<file path="config.mk">
export PLATFORM = sky130hd
export DESIGN_NAME = axis_priority_packet_arbiter
export DESIGN_NICKNAME = d
export VERILOG_FILES = /design/src/rtl/axis_priority_packet_arbiter.sv
export SDC_FILE = /design/constraint.sdc
export NUM_CORES = 1
export LEC_CHECK = 0
export ABC_AREA = 1
export CORE_UTILIZATION = 25
export CTS_CLUSTER_SIZE = 40
export DETAILED_ROUTE_END_ITERATION = 6
export GPL_ROUTABILITY_DRIVEN = 0
export PLACE_DENSITY = 0.86
export SLEW_MARGIN = 20
export SYNTH_ARGS = -nofsm -noshare
export SYNTH_HDL_FRONTEND = slang
export SYNTH_SLANG_ARGS = --single-unit
</file>
<file path="constraint.sdc">
create_clock -name clock -period 1.7 [get_ports clock]
set_input_delay 0.34 -clock clock [delete_from_list [all_inputs] [get_ports clock]]
set_output_delay 0.34 -clock clock [all_outputs]
set_load 0.02 [all_outputs]
</file>
<file path="src/rtl/axis_priority_packet_arbiter.sv">
// ============================================================================
// Module  : axis_priority_packet_arbiter
// Brief   : Two-class packet arbiter for AXI-stream with LP starvation guard.
// Revision: 1.0 - initial release
// ============================================================================
`default_nettype none

module axis_priority_packet_arbiter #(
  parameter int                  DATA_WIDTH       = 32,
  parameter int                  N_INPUTS         = 4,
  parameter logic [N_INPUTS-1:0] HP_MASK          = 4'b0001,
  parameter int                  STARVATION_LIMIT = 8
) (
  input  logic                           clock,
  input  logic                           reset,
  input  logic [N_INPUTS*DATA_WIDTH-1:0] data_in,
  input  logic [N_INPUTS-1:0]            data_in_valid,
  input  logic [N_INPUTS-1:0]            data_in_tlast,
  output logic [N_INPUTS-1:0]            data_in_ready,
  output logic [DATA_WIDTH-1:0]          data_out,
  output logic                           data_out_valid,
  output logic                           data_out_tlast,
  input  logic                           data_out_ready,
  output logic [$clog2(N_INPUTS)-1:0]    grant_index,
  output logic                           busy
);

  localparam int c_ptr_w = $clog2(N_INPUTS);
  localparam int c_cnt_w = $clog2(STARVATION_LIMIT + 1);
  localparam logic [c_cnt_w-1:0] c_limit = c_cnt_w'(STARVATION_LIMIT);
  localparam logic [c_ptr_w-1:0] c_last  = c_ptr_w'(N_INPUTS - 1);

  typedef enum logic [0:0] {
    S_IDLE   = 1'b0,
    S_LOCKED = 1'b1
  } state_t;

  state_t               r_state, w_state_next;
  logic [c_ptr_w-1:0]   r_grant, w_grant_next;
  logic [c_ptr_w-1:0]   r_hp_ptr, w_hp_ptr_next;
  logic [c_ptr_w-1:0]   r_lp_ptr, w_lp_ptr_next;
  logic [c_cnt_w-1:0]   r_starve_cnt, w_starve_next;
  logic [N_INPUTS-1:0]  w_hp_req, w_lp_req;
  logic [c_ptr_w-1:0]   w_hp_pick, w_lp_pick;
  logic                 w_packet_end;
  logic [DATA_WIDTH-1:0] w_lanes [N_INPUTS];

  generate
    for (genvar i = 0; i < N_INPUTS; i++) begin : g_unpack
      assign w_lanes[i] = data_in[i*DATA_WIDTH +: DATA_WIDTH];
    end
  endgenerate

  function automatic logic [c_ptr_w-1:0] f_next_idx(input logic [c_ptr_w-1:0] idx);
    return (idx == c_last) ? '0 : idx + 1'b1;
  endfunction

  // First requester at or above ptr, wrapping; ptr is returned when req is empty.
  function automatic logic [c_ptr_w-1:0] f_rr_pick(input logic [N_INPUTS-1:0] req,
                                                   input logic [c_ptr_w-1:0]  ptr);
    logic [c_ptr_w-1:0] idx;
    logic [c_ptr_w-1:0] pick;
    logic               found;
    idx   = ptr;
    pick  = ptr;
    found = 1'b0;
    for (int k = 0; k < N_INPUTS; k++) begin
      if (!found && req[idx]) begin
        found = 1'b1;
        pick  = idx;
      end
      idx = f_next_idx(idx);
    end
    return pick;
  endfunction

  assign w_hp_req     = data_in_valid & HP_MASK;
  assign w_lp_req     = data_in_valid & ~HP_MASK;
  assign w_hp_pick    = f_rr_pick(w_hp_req, r_hp_ptr);
  assign w_lp_pick    = f_rr_pick(w_lp_req, r_lp_ptr);
  assign w_packet_end = data_in_valid[r_grant] & data_in_tlast[r_grant] & data_out_ready;

  always_comb begin
    w_state_next   = r_state;
    w_grant_next   = r_grant;
    w_hp_ptr_next  = r_hp_ptr;
    w_lp_ptr_next  = r_lp_ptr;
    w_starve_next  = r_starve_cnt;
    data_out       = '0;
    data_out_valid = 1'b0;
    data_out_tlast = 1'b0;
    data_in_ready  = '0;
    case (r_state)
      S_IDLE: begin
        if (|data_in_valid) begin
          w_state_next = S_LOCKED;
          if ((r_starve_cnt == c_limit) && (|w_lp_req)) begin
            w_grant_next  = w_lp_pick;
            w_lp_ptr_next = f_next_idx(w_lp_pick);
            w_starve_next = '0;
          end else if (|w_hp_req) begin
            w_grant_next  = w_hp_pick;
            w_hp_ptr_next = f_next_idx(w_hp_pick);
            // Count only HP wins that actually made an LP requester wait.
            if (|w_lp_req)
              w_starve_next = (r_starve_cnt == c_limit) ? r_starve_cnt : r_starve_cnt + 1'b1;
            else
              w_starve_next = '0;
          end else begin
            w_grant_next  = w_lp_pick;
            w_lp_ptr_next = f_next_idx(w_lp_pick);
            w_starve_next = '0;
          end
        end
      end
      S_LOCKED: begin
        data_out               = w_lanes[r_grant];
        data_out_valid         = data_in_valid[r_grant];
        data_out_tlast         = data_in_tlast[r_grant];
        data_in_ready[r_grant] = data_out_ready;
        if (w_packet_end) w_state_next = S_IDLE;
      end
      default: w_state_next = S_IDLE;
    endcase
  end

  always_ff @(posedge clock) begin
    if (!reset) begin
      r_state      <= S_IDLE;
      r_grant      <= '0;
      r_hp_ptr     <= '0;
      r_lp_ptr     <= '0;
      r_starve_cnt <= '0;
    end else begin
      r_state      <= w_state_next;
      r_grant      <= w_grant_next;
      r_hp_ptr     <= w_hp_ptr_next;
      r_lp_ptr     <= w_lp_ptr_next;
      r_starve_cnt <= w_starve_next;
    end
  end

  assign grant_index = r_grant;
  assign busy        = (r_state == S_LOCKED);

endmodule

`default_nettype wire

</file>
Word level (Yosys, flattened, before mapping)
Index checks and enable logic that the tools add are counted.
{"block": "totals", "output_inout_bits": 41, "wordCells": 122, "in_bits": 139, "regBits": 11}
{"block": "classes", "n_reduce_logical": 20, "order_cmp": 11, "bitwise_logic": 6, "eq_ne": 11, "mux": 60, "addsub": 9}
{"operator": "$mux W32", "count": 3}
{"operator": "$bmux W32 S2", "count": 1}
{"operator": "$mux W2", "count": 18}
{"operator": "$lt A2 B3 Y1 const B", "count": 9}
{"operator": "$mux W1", "count": 21}
{"operator": "$bmux W1 S2", "count": 10}
{"operator": "$mux W4", "count": 5}
{"operator": "$add A2 B1 Y2 const B", "count": 8}
{"operator": "$eq A2 B2 Y1 const B", "count": 8}
{"operator": "$logic_and A1 B1 Y1", "count": 8}
{"operator": "$logic_not A1 Y1", "count": 6}
{"operator": "$reduce_and A3 Y1", "count": 2}
{"operator": "$add A4 B1 Y4 const B", "count": 1}
{"operator": "$and A4 B4 Y4", "count": 1}
{"operator": "$eq A4 B4 Y1 const B", "count": 1}
{"operator": "$ne A4 B4 Y1 const B", "count": 1}
{"operator": "$reduce_and A4 Y1", "count": 1}
{"operator": "$reduce_or A4 Y1", "count": 1}
{"operator": "$ge A3 B3 Y1 const B", "count": 1}
{"operator": "$not A2 Y3", "count": 1}
{"operator": "$reduce_or A3 Y1", "count": 1}
{"operator": "$and A1 B1 Y1", "count": 2}
{"operator": "$demux W1 S2", "count": 1}
{"operator": "$ge A2 B1 Y1 const B", "count": 1}
{"operator": "other kinds (4)", "count": 5}

Depth between registers and ports, before layout
{"block": "logic_depth", "word_depth": 16, "depth_mapped": 14, "mapped_depth_nobuf": 14}

Worst setup path after synthesis
No wires, ideal clock.
{"block": "synth_timing", "path_kind": "flip-flop to output port", "from": "register r_grant[0], in the netlist grant_index[0]", "to": "output data_out[0]", "t_required_ns": 1.360, "path_slack_ns": -0.285, "t_arrival_ns": 1.645, "stages_incl_launch_ff": 7, "n_path_buf": 2, "path_cell_list": "dfxtp_1 > clkbuf_1 > nand2_1 > inv_1 > clkbuf_1 > a22oi_1 > a21oi_1"}
{"block": "synth_via", "elab_chain_cells": 5}
{"element": "from (decl)", "line_no": "39", "text": "logic [c_ptr_w-1:0] r_grant, w_grant_next;"}
{"element": "from (signal assigned)", "line_no": "136", "text": "r_grant <= w_grant_next;"}
{"element": "$not A2 Y3 (implied by the code)", "line_no": "117", "text": "data_out = w_lanes[r_grant];"}
{"element": "$bmux W32 S2", "line_no": "117"}
{"element": "$mux W32 (implied by the code) (2 in series)", "line_no": "117"}
{"element": "$mux W32", "line_no": "93", "text": "case (r_state)"}
{"element": "to (decl)", "line_no": "20", "text": "output logic [DATA_WIDTH-1:0] data_out,"}
Every way passes these cells. The select of a mux whose other input is x is not followed.

Final worst setup path
{"block": "layout_timing", "from": "register r_grant[1], in the netlist grant_index[1]", "to": "output data_out[23]"}
Same word-level chain as after synthesis.

==> reports/metrics.cfg <==
[run_status]
status = finished, violations left
violations = negative setup slack

[synth]
yosysUniqueCellTypes = 26
yosys.area.top_type = a22oi_1
yosysTopAreaCellShare_pct = 30.5
syn_avg_cell_area_um2 = 5.94
yosysSeqAreaShare_pct = 13.3
synth.top_cells.by_area = a22oi_1, dfxtp_1, a21oi_1
ys_warn_count = 0
syn_nets = 421
synthCells = 278
syn_area_um2 = 1650
synth-seq-cells = 11

[setup_path]
crit_chain = inv_4 -> nor2_4 -> buf_12 -> buf_4 -> a22oi_2 -> a21oi_2 -> buf_6
crit_required_ns = 1.36
cp-endpoint = data_out[23]
cpPeakStageDelay_ns = 0.39
end_kind = output port
startpoint_type = flop
rr_worst_depth = 13
cp_max_fo = 10
crit_path_start = grant_index[1]
r2r_slack_ns = -0.21
slowest_stage = dfxtp_4
arrival_ns = 1.58
crit_type = reg -> out
rr_startpoint = r_lp_ptr[0]
r2r_end = r_lp_ptr[1]

[timing]
fmax_mhz = 522
final.period_utilization_pct = 113
hold_viol_final = 0
setup-violations-final = 38
max_slew_margin_pct = 81.9
clock_skew_ns = 0.00140
slew_viol_final = 0
setup_slack_ns = -0.217
rsz0062_at_grt = true
worstMarginPinSlew_ns = 0.271
period_minus_slack_ns = 1.92

[floorplan]
fp.dieW_um = 83.3
die_area_um2 = 6930
initial_core_util_pct = 26.0
core_area_um2 = 6350
top_level_ports = 180
fp.dieH_um = 83.3
row_count = 29

[detailed_routing]
drc = 0
avgViaCountPerCell = 5.66
routed_wl_mm = 12.7
dr.pass1.iters = 5
drt_first_iter_violations = 179
post_drt_wl_per_cell_um = 21.3
dr_total_vias = 3390
ant_nets = 0

[layout]
final_common_cell = clkdlybuf4s50_1
drive_gt1_share_pct = 50.2
nets = 666
fillers = 391
syn_to_final_growth_pct = 203
mostFrequentLayoutCells = clkdlybuf4s50_1, buf_4, a22oi_2, nand2_1, a21oi_2
n_antenna_cell = 0

[clocking]
cts-buffers-inserted = 3
cts_num_sinks = 11
htreeDepth = 1
cts.path.max_buffers = 2
tritoncts = done
clockRootBuffer = clkbuf_8
clkLatencyLatePin_ns = 0.25
hold_buffers = 0
cts.clk_slew.worst_paths_ns = 0.05

[placement]
port_buffers = 179
place_ws_ns = -0.644
dp_hpwl_mm = 7.60

[global_route]
track_usage_pct = 29.9
grt_overflow = 0
grt_pass1_wl_mm = 16.2
antenna_found_initial = 0
grt_max_degree = 19
grt_pass1_vias = 3036

[worst_hold_path]
min_path_type = reg -> reg
holdPathStages = 2

[power_and_ir_drop]
vdd_drop_max_v = 0.000977
p_leak_nw = 2.01
total_power_mw = 4.31
powerDensity_nw_per_um2 = 861

[job]
drv_cap = 0

synth_stat cells (all sizes together):
library cell / instances
a21oi: 43
a22oi: 67
a31oi: 2
buf: 3
clkbuf: 14
clkinv: 2
dfxtp: 11
ha: 4
inv: 23
nand2: 55
nand3: 19
nand4: 4
nor2: 19
nor3: 3
o21a: 1
o21ai: 5
o221ai: 1
o31ai: 1
or2: 1
worst max-delay path: cells and delay by family (launching register included):
family,cells,cell delay [ns]
AOI/OAI and AO/OA,2,0.27
DFF,1,0.39
and+or+nand+nor,1,0.17
buffers and inverters,4,0.48
kinds of logic (layout without fill, tap and decap cells):
family,count (synthesis),count (layout),synth area share (%)
fa+ha+maj,4,4,3.03
simple gates,101,101,26.8
flops,11,11,13.3
compound gates,120,120,47.2
buf+inv,42,286,9.63
routing by layer:
layer / global-route usage [%] / vias up / wire (µm)
li1: - / 1517 / -
met5: 0 / - / 0
met2: 56.6 / 231 / 6550
met3: 4.97 / 53 / 1010
met1: 32.4 / 1589 / 4570
met4: 12.5 / 0 / 609
worst min-delay path by stage:
stage	start	slack (ns)	to
after global placement	r_starve_cnt[2]	0.45	r_starve_cnt[2]
final	r_hp_ptr[1]	0.47	r_hp_ptr[1]
after floorplan	r_hp_ptr[1]	0.44	r_hp_ptr[1]
after CTS	r_hp_ptr[1]	0.47	r_hp_ptr[1]
after global routing	r_hp_ptr[1]	0.49	r_hp_ptr[1]
after detailed placement	r_hp_ptr[1]	0.46	r_hp_ptr[1]
area by class of cell:
cell class,instances,area (µm²),area share [%]
Timing Repair Buffer,257,2630,52.6
Multi-Input combinational cell,225,1890,37.8
Sequential cell,11,230,4.60
Inverter,25,109,2.17
Tap cell,77,96.3,1.93
Clock buffer,4,45.0,0.900
registers in the layout, summed over array words and instances, names as in the netlist:
register and cells:
busy 1, grant_index 2, r_hp_ptr 2, r_lp_ptr 2, r_starve_cnt 4
power by group:
| group | internal (mW) | switching (mW) |
|---|---|---|
| clock | 0.166 | 0.110 |
| sequential | 0.295 | 0.0443 |
| combinational | 1.86 | 1.84 |
| total | 2.32 | 1.99 |
per-stage QoR:
stage / TNS (ns) / utilization, % / instance area (µm²) / cells / hold WS, ns
after floorplan: 0 / - / 1790 / 278 / 0.440
after global placement: -12.76 / 63.5 / 4040 / 564 / 0.449
after detailed placement: -13.36 / 63.5 / 4040 / 564 / 0.462
after CTS: -5.06 / 70.1 / 4450 / 576 / 0.469
after global routing: -7.30 / 78.8 / 5000 / 599 / 0.490
final: -5.40 / 78.8 / 5000 / 599 / 0.469
timing repair:
action | in CTS | in global routing
endpoints found under the setup margin | 44 | 43
setup buffers | 3 | 23
pin swaps | 11 | 37
cloned | 5 | 2
resized for setup | 213 | 99
(Power assumes the default switching activity.)
